<file path="src/rtl/inv_mixcolumn_iter_if.sv">
// rtl/inv_mixcolumn_iter_if.sv - valid/ready handshake bundle for the iterative InvMixColumns block
interface inv_mixcolumn_iter_if;
    logic         in_valid;
    logic         in_ready;
    logic [127:0] in_data;
    logic         out_valid;
    logic         out_ready;
    logic [127:0] out_data;

    modport master (
        output in_valid,
        output in_data,
        output out_ready,
        input  in_ready,
        input  out_valid,
        input  out_data
    );

    modport slave (
        input  in_valid,
        input  in_data,
        input  out_ready,
        output in_ready,
        output out_valid,
        output out_data
    );
endinterface

</file>
<file path="src/rtl/inv_mixcolumn_iter.sv">
// rtl/inv_mixcolumn_iter.sv - AES InvMixColumns, one column per cycle through a single datapath
module inv_mixcolumn_iter (
    input  logic                 clk,
    input  logic                 rst,
    inv_mixcolumn_iter_if.slave  bus,
    output logic                 busy
);

    typedef enum logic [1:0] {
        IDLE = 2'd0,
        BUSY = 2'd1,
        DONE = 2'd2
    } state_t;

    state_t       state;
    logic [1:0]   cnt;
    logic [127:0] in_reg;
    logic [127:0] out_reg;
    logic         in_ready_q;
    logic         out_valid_q;
    logic         busy_q;

    logic [7:0]   col_in  [4];
    logic [7:0]   col_out [4];

    function automatic logic [7:0] xtime(input logic [7:0] x);
        return {x[6:0], 1'b0} ^ (x[7] ? 8'h1b : 8'h00);
    endfunction

    // Higher powers of x are plain xtime chains; constants are sums of them.
    function automatic logic [7:0] mul09(input logic [7:0] x);
        logic [7:0] x2, x4, x8;
        x2 = xtime(x);
        x4 = xtime(x2);
        x8 = xtime(x4);
        return x8 ^ x;
    endfunction

    function automatic logic [7:0] mul0b(input logic [7:0] x);
        logic [7:0] x2, x4, x8;
        x2 = xtime(x);
        x4 = xtime(x2);
        x8 = xtime(x4);
        return x8 ^ x2 ^ x;
    endfunction

    function automatic logic [7:0] mul0d(input logic [7:0] x);
        logic [7:0] x2, x4, x8;
        x2 = xtime(x);
        x4 = xtime(x2);
        x8 = xtime(x4);
        return x8 ^ x4 ^ x;
    endfunction

    function automatic logic [7:0] mul0e(input logic [7:0] x);
        logic [7:0] x2, x4, x8;
        x2 = xtime(x);
        x4 = xtime(x2);
        x8 = xtime(x4);
        return x8 ^ x4 ^ x2;
    endfunction

    // Column cnt of the latched state feeds the one shared column transform.
    always_comb begin
        for (int r = 0; r < 4; r++) begin
            col_in[r] = in_reg[32*r + 8*int'(cnt) +: 8];
        end
        for (int r = 0; r < 4; r++) begin
            col_out[r] = mul0e(col_in[r])
                       ^ mul0b(col_in[(r + 1) % 4])
                       ^ mul0d(col_in[(r + 2) % 4])
                       ^ mul09(col_in[(r + 3) % 4]);
        end
    end

    always_ff @(posedge clk) begin
        if (rst) begin
            state       <= IDLE;
            cnt         <= 2'd0;
            in_reg      <= 128'h0;
            out_reg     <= 128'h0;
            in_ready_q  <= 1'b1;
            out_valid_q <= 1'b0;
            busy_q      <= 1'b0;
        end else begin
            case (state)
                IDLE: begin
                    if (bus.in_valid) begin
                        in_reg     <= bus.in_data;
                        cnt        <= 2'd0;
                        state      <= BUSY;
                        in_ready_q <= 1'b0;
                        busy_q     <= 1'b1;
                    end
                end
                BUSY: begin
                    for (int r = 0; r < 4; r++) begin
                        out_reg[32*r + 8*int'(cnt) +: 8] <= col_out[r];
                    end
                    cnt <= cnt + 2'd1;
                    if (cnt == 2'd3) begin
                        state       <= DONE;
                        out_valid_q <= 1'b1;
                    end
                end
                DONE: begin
                    if (bus.out_ready) begin
                        state       <= IDLE;
                        out_valid_q <= 1'b0;
                        in_ready_q  <= 1'b1;
                        busy_q      <= 1'b0;
                    end
                end
                default: begin
                    state       <= IDLE;
                    cnt         <= 2'd0;
                    in_ready_q  <= 1'b1;
                    out_valid_q <= 1'b0;
                    busy_q      <= 1'b0;
                end
            endcase
        end
    end

    assign bus.in_ready  = in_ready_q;
    assign bus.out_valid = out_valid_q;
    assign bus.out_data  = out_reg;
    assign busy          = busy_q;

endmodule
</file>
<file path="src/flat_wrapper.sv">
// flat-port wrapper written by rule: the top's interface ports become plain ports
module inv_mixcolumn_iter_flat 
  (clk, rst, busy, bus_in_valid, bus_in_data, bus_out_ready, bus_in_ready, bus_out_valid, bus_out_data);
  inv_mixcolumn_iter_if bus_i ();
  input  logic clk;
  input  logic rst;
  output logic busy;
  input wire logic [$bits(bus_i.in_valid)-1:0] bus_in_valid;
  input wire logic [$bits(bus_i.in_data)-1:0] bus_in_data;
  input wire logic [$bits(bus_i.out_ready)-1:0] bus_out_ready;
  output wire logic [$bits(bus_i.in_ready)-1:0] bus_in_ready;
  output wire logic [$bits(bus_i.out_valid)-1:0] bus_out_valid;
  output wire logic [$bits(bus_i.out_data)-1:0] bus_out_data;
  assign bus_i.in_valid = bus_in_valid;
  assign bus_i.in_data = bus_in_data;
  assign bus_i.out_ready = bus_out_ready;
  assign bus_in_ready = bus_i.in_ready;
  assign bus_out_valid = bus_i.out_valid;
  assign bus_out_data = bus_i.out_data;
  inv_mixcolumn_iter u_core (.clk(clk), .rst(rst), .bus(bus_i), .busy(busy));
endmodule
</file>
<file path="config.mk">
export PLATFORM = sky130hd
export DESIGN_NAME = inv_mixcolumn_iter_flat
export DESIGN_NICKNAME = d
export VERILOG_FILES = /design/src/rtl/inv_mixcolumn_iter_if.sv /design/src/rtl/inv_mixcolumn_iter.sv /design/src/flat_wrapper.sv
export SDC_FILE = /design/constraint.sdc
export NUM_CORES = 1
export LEC_CHECK = 0
export BUFFER_PORTS_ARGS = -buffer_cell sky130_fd_sc_hd__buf_2
export CAP_MARGIN = 15
export CORE_MARGIN = 8
export CORE_UTILIZATION = 45
export CTS_CLUSTER_DIAMETER = 150
export DETAILED_ROUTE_END_ITERATION = 12
export PLACE_DENSITY = 0.73
export SLEW_MARGIN = 20
export SYNTH_ARGS = -nofsm -noshare
export SYNTH_HDL_FRONTEND = slang
export SYNTH_SLANG_ARGS = --single-unit
</file>
<file path="constraint.sdc">
create_clock -name clk -period 7.2 [get_ports clk]
set_clock_uncertainty 0.05 [all_clocks]
set_input_delay 0.36 -clock clk [delete_from_list [all_inputs] [get_ports clk]]
set_output_delay 0.36 -clock clk [all_outputs]
set_load 0.01 [all_outputs]
</file>
### Yosys cells after proc, flatten, opt, wreduce, memory -nomap -nowiden

Index checks and enable logic that the tools add are counted.

| word-level totals | value |
|---|---|
| bits in registers | 263 |
| output and inout bits | 131 |

| cells by class | value |
|---|---|
| $add $sub $neg | 8 |
| equality and inequality tests | 6 |
| shift operators | 12 |
| mux-type cells | 30 |
| bitwise gates (word level) | 51 |
| reduce and logical (&&, ||, !) cells | 6 |

Operators with widths:

| cell | number |
|---|---|
| bitwise mux 128 bit | 4 |
| variable shift 8 x 33 -> 128 bit (first input constant) | 4 |
| indexed part select 8 x 33 -> 128 bit | 4 |
| indexed part select 128 x 32 -> 8 bit | 3 |
| XOR 8 bit | 47 |
| indexed part select 128 x 6 -> 8 bit | 1 |
| negator 32 -> 33 bit | 3 |
| two-way mux 5 bit | 12 |
| negator 5 -> 33 bit | 1 |
| adder 7 x 5 -> 8 bit (first input constant) | 2 |
| case mux 2 bit (3 select lines) | 2 |
| case mux 1 bit (3 select lines) | 3 |
| AND reduction 3 bit | 3 |
| two-way mux 2 bit | 4 |
| XOR 8 x 5 -> 8 bit | 1 |
| adder 6 x 5 -> 7 bit (first input constant) | 1 |
| two-way mux 1 bit | 5 |
| == test 2 bit (second input constant) | 2 |
| inequality test 2 bit (second input constant) | 2 |
| AND reduction 2 bit | 2 |
| inverter 1 bit | 3 |
| adder 2 x 1 -> 2 bit (second input constant) | 1 |
| == test 2 x 1 -> 1 bit (second input constant) | 1 |
| zero test 2 bit | 1 |
| inequality test 2 x 1 -> 1 bit (second input constant) | 1 |

### Logic depth before layout (Yosys ltp)

| logic depth | value |
|---|---|
| depth after elaboration | 18 |
| gate-level depth with buffers | 13 |
| mapped depth without buffers | 8 |

### Worst setup path before layout

Ideal clock, no wire load.

| timing | value |
|---|---|
| path kind | reg2reg |
| start point | register u_core.cnt[0] |
| end point | register u_core.out_reg[84], in the netlist u_core.bus.out_data[84] |
| library setup time | 0.088 ns |
| data arrival time | 3.126 ns |
| data required time | 7.062 ns |
| setup slack | 3.936 ns |
| stages on the path, launching flop included | 10 |
| path buffers | 2 |
| clock period less this slack | 3.264 ns |
| path through | dfxtp_1 > buf_6 > mux4_2 > buf_6 > xnor3_2 > xnor3_2 > xnor3_1 > xor2_2 > nand3_1 > a311oi_2 |

| on the way | value |
|---|---|
| cells in the longest elaborated chain, start to end | 16 |
| elaborated cells between the ends (all ways) | 83 |
| those cells by class | 7 x add/sub; 12 x shift; 16 x mux; 48 x bitwise |

RTL lines:

| item | line | RTL |
|---|---|---|
| from (decl) | inv_mixcolumn_iter.sv:16 | `logic [1:0] cnt;` |
| from (signal assigned) | inv_mixcolumn_iter.sv:100 | `cnt <= cnt + 2'd1;` |
| adder 6 x 5 -> 7 bit | inv_mixcolumn_iter.sv:66, inv_mixcolumn_iter.sv:98 |  |
| indexed part select 128 x 32 -> 8 bit | inv_mixcolumn_iter.sv:66 | `col_in[r] = in_reg[32*r + 8*int'(cnt) +: 8];` |
| XOR 8 bit / two-way mux 5 bit (equally long branches) (2 in series) | inv_mixcolumn_iter.sv:27 | `return {x[6:0], 1'b0} ^ (x[7] ? 8'h1b : 8'h00);` |
| two-way mux 5 bit / XOR 8 bit (equally long branches) | inv_mixcolumn_iter.sv:27 |  |
| XOR 8 bit | inv_mixcolumn_iter.sv:27 |  |
| XOR 8 bit (2 in series) | inv_mixcolumn_iter.sv:44 | `return x8 ^ x2 ^ x;` |
| XOR 8 bit | inv_mixcolumn_iter.sv:70 | `^ mul0b(col_in[(r + 1) % 4])` |
| XOR 8 bit | inv_mixcolumn_iter.sv:71 | `^ mul0d(col_in[(r + 2) % 4])` |
| XOR 8 bit | inv_mixcolumn_iter.sv:72 | `^ mul09(col_in[(r + 3) % 4]);` |
| indexed part select 8 x 33 -> 128 bit | inv_mixcolumn_iter.sv:98 | `out_reg[32*r + 8*int'(cnt) +: 8] <= col_out[r];` |
| bitwise mux 128 bit (3 in series) | inv_mixcolumn_iter.sv:98 |  |
| bitwise mux 128 bit (*) | inv_mixcolumn_iter.sv:98 |  |
| to (signal, indexed assignment) | inv_mixcolumn_iter.sv:98 |  |
| to (decl) | inv_mixcolumn_iter.sv:18 | `logic [127:0] out_reg;` |

Mark *: on every way between the ends. The rest lies on a longest branch, timed or not.
A chain may end at the register's enable or synchronous reset.

### Final worst setup path

| timing | value |
|---|---|
| start point | register u_core.cnt[0] |
| end point | register u_core.out_reg[54], in the netlist u_core.bus.out_data[54] |

Same word-level chain as after synthesis.

==> reports/metrics.yaml <==
status: "complete, no violations"
p_sw_frac: 0.359
wl_met3_mm: 3.47
clkSinkCount: 263
ioPinCount: 263
dp_hpwl_mm: 29.0
pwr-share-clk: 0.303
criticalPathCategory: "reg -> reg"
max_stage_delay_ns: 0.95
max-vdd-ir-drop_mv: 0.197
synth_edf_count: 0
grt_pass1_vias: 10900
clk_pin_slew_ns: 0.06
p_switching_uw: 1840
fp.dieH_um: 186
nFillCells: 2546
wl_per_cell_um: 20.2
synth_seq_cells: 263
worstSkewPairLatency_ns: 0.55
reg2reg_from: "u_core.cnt[0]"
ys_seq_area_frac: 0.403
grt_pass1_wl_mm: 63.1
hold_start: "bus_in_data[77]"
core_area_mm2: 0.0286
cts_buffer_depth: 3
die_w_um: 186
numCtsBuffers: 27
drtAntennaViolNets: 0
setup_violations: 0
diodes: 0
rsz0062_at_grt: "false"
hold_end: "u_core.in_reg[77]"
intPower_uw: 3280
viasPerCell: 5.58
rows: 62
dieArea_mm2: 0.0347
drv_slew: 0
finalCritPeriodShare: 0.563
wl_met2_mm: 18.7
drc_errors: 0
min_period_ns: 4.05
ctsHtreeMaxLevel: 1
crit_family: "XOR/XNOR gates"
async_flop_share: 0
crit_buf_inv: 1
worst_path_max_delay_cell: "mux4_1"
p_seq_frac: 0.310
cp_max_fo: 28
grt_use_total: 0.222
grt_max_degree: 101
required_ns: 7.62
reg2reg_slack_ns: 3.15
combPwrFrac: 0.387
crit_path_end_kind: "register"
cp-start-kind: "register"
syn-cell-area_mm2: 0.0131
cts_tree: "built"
worstPathArrival_ns: 4.47
drtIter0Drc: 1100
p_leak_uw: 0.00664
via_count: 11100
utilization: 0.550
clockRootBuffer: "clkbuf_16"
rr_worst_depth: 8
syn_to_final_growth_pct: 20.6
synth.avg_cell_area_um2: 9.56
layout-drive-gt1-share: 0.255
io_buffers: 262
hold_depth: 3
timing_hold_violations_final: 0
r2r-end: "u_core.bus.out_data[54]"
dr.pass1.iters: 6
power_density_mw_per_mm2: 325
cts_setup_buffers: 0
top_layer: "met5"
max-slew-margin-rel: 0.244
gp_congestion: 0.930
totalWireLength_mm: 40.3
ys_warn_count: 0
antenna_found_initial: 2
finalNetCount: 1730
clock.fmax_mhz: 247
hold_path_class: "in -> reg"
wl_met1_mm: 16.6
start_util: 0.456
synth.distinct_cells: 47
drv_cap: 0
synth_nets: 1506
synth_ff_type: "dfxtp_1"
final.setup.tns_ns: 0
crit_chain: "buf_4, mux4_1, xnor2_1, xor2_1, xor2_1, xnor2_1, a221oi_1, nor3_1"
syn_inst: 1366
tightestPinTransition_ns: 1.13
grt-ovfl-total: 0
==> routing by layer <==
metal  vias up  GRT usage
li1       5167          -
met3        89     0.0457
met1      5330      0.290
met2       542      0.359
met4         4     0.0804
met5         -          0
==> metrics by stage <==
step                cells  cell area, um^2  hold slack [ns]  power [uW]  worst slack [ns]
finish               1995            15800           0.0131        5120              3.15
global route         1995            15800          0.00839        5300              2.98
CTS                  1994            15700         0.000120        5110              3.17
detailed placement   1917            14500            0.393        3550              3.20
global placement     1917            14500            0.389        3530              3.23
floorplan            1366            13100            0.382        2970              3.94
==> placed cells by master, fill, tap and decap left out, types with 16 or more instances in the layout <==
| cell type | instances |
|---|---|
| a21oi_1 | 142 |
| nand2_1 | 282 |
| xor2_1 | 23 |
| xnor2_2 | 16 |
| dlygate4sd3_1 | 27 |
| clkbuf_16 | 27 |
| xnor2_1 | 82 |
| dfxtp_1 | 261 |
| mux4_2 | 26 |
| xnor3_1 | 25 |
| buf_2 | 261 |
| nor2_1 | 121 |
| a22oi_1 | 70 |
| nor3_1 | 47 |
| a221oi_1 | 38 |
==> cell usage after synthesis, types with 4 or more instances <==
library cell	n	area share
a21oi_1	142	0.054
and2_1	9	0.0043
and3_1	6	0.0029
xor2_1	23	0.015
xnor2_1	82	0.055
mux4_2	26	0.045
xor3_1	5	0.0091
xor2_2	7	0.0087
nand3_1	13	0.0050
xnor3_1	25	0.043
buf_6	4	0.0034
xnor3_2	13	0.024
mux4_1	6	0.012
inv_1	7	0.0020
a221oi_1	38	0.025
dfxtp_1	263	0.40
nor3_1	48	0.018
a22oi_1	70	0.040
xnor2_4	9	0.019
nor2_1	123	0.035
nand2_1	282	0.081
buf_4	8	0.0046
clkbuf_1	87	0.025
ha_1	8	0.0077
buf_2	6	0.0023
xnor2_2	16	0.020
==> tightest hold or removal path: cells and delay by family <==
| family | cells | cell delay (ns) |
|---|---|---|
| simple gates | 1 | 0.04 |
| buf+inv | 1 | 0.09 |
| compound gates | 1 | 0.05 |
==> kinds of logic after synthesis <==
family          synth area share
simple gates               0.152
flops                      0.403
compound gates             0.135
fa+ha+maj                0.00766
mux                       0.0577
buf+inv                   0.0425
xor+xnor                   0.202
==> worst max-delay path by stage <==
stage / startpoint / endpoint / slack [ns] / cells after the start
3_3_place_gp: u_core.cnt[0] / u_core.bus.out_data[84] / 3.23 / 8
6_report: u_core.cnt[0] / u_core.bus.out_data[54] / 3.15 / 8
4_1_cts: u_core.cnt[0] / u_core.bus.out_data[54] / 3.17 / 8
5_1_grt: u_core.cnt[0] / u_core.bus.out_data[92] / 2.98 / 8
2_1_floorplan: u_core.cnt[0] / u_core.bus.out_data[84] / 3.94 / 9
3_5_place_dp: u_core.cnt[0] / u_core.bus.out_data[92] / 3.20 / 8
==> power groups by stage <==
stage               Sequential [uW]  Combinational [uW]  Clock [uW]
finish                         1590                1980        1550
global route                   1600                2070        1630
CTS                            1590                1960        1570
detailed placement             1620                1930           0
global placement               1620                1920           0
floorplan                      1620                1350           0
==> cell type report <==
class / instances / area [um^2] / area share
clock buffer: 36 / 759 / 0.0482
clock inverter: 14 / 228 / 0.0145
inverter: 8 / 30.0 / 0.00191
multi-input combinational: 986 / 7270 / 0.462
sequential: 263 / 5270 / 0.334
tap: 384 / 480 / 0.0305
timing repair buffer: 304 / 1710 / 0.109
==> timing repair <==
item                                   CTS  global route
endpoints found under the hold margin   27             0
gates resized for setup                  0             0
hold buffers                            27             0
(Power assumes the default switching activity.)
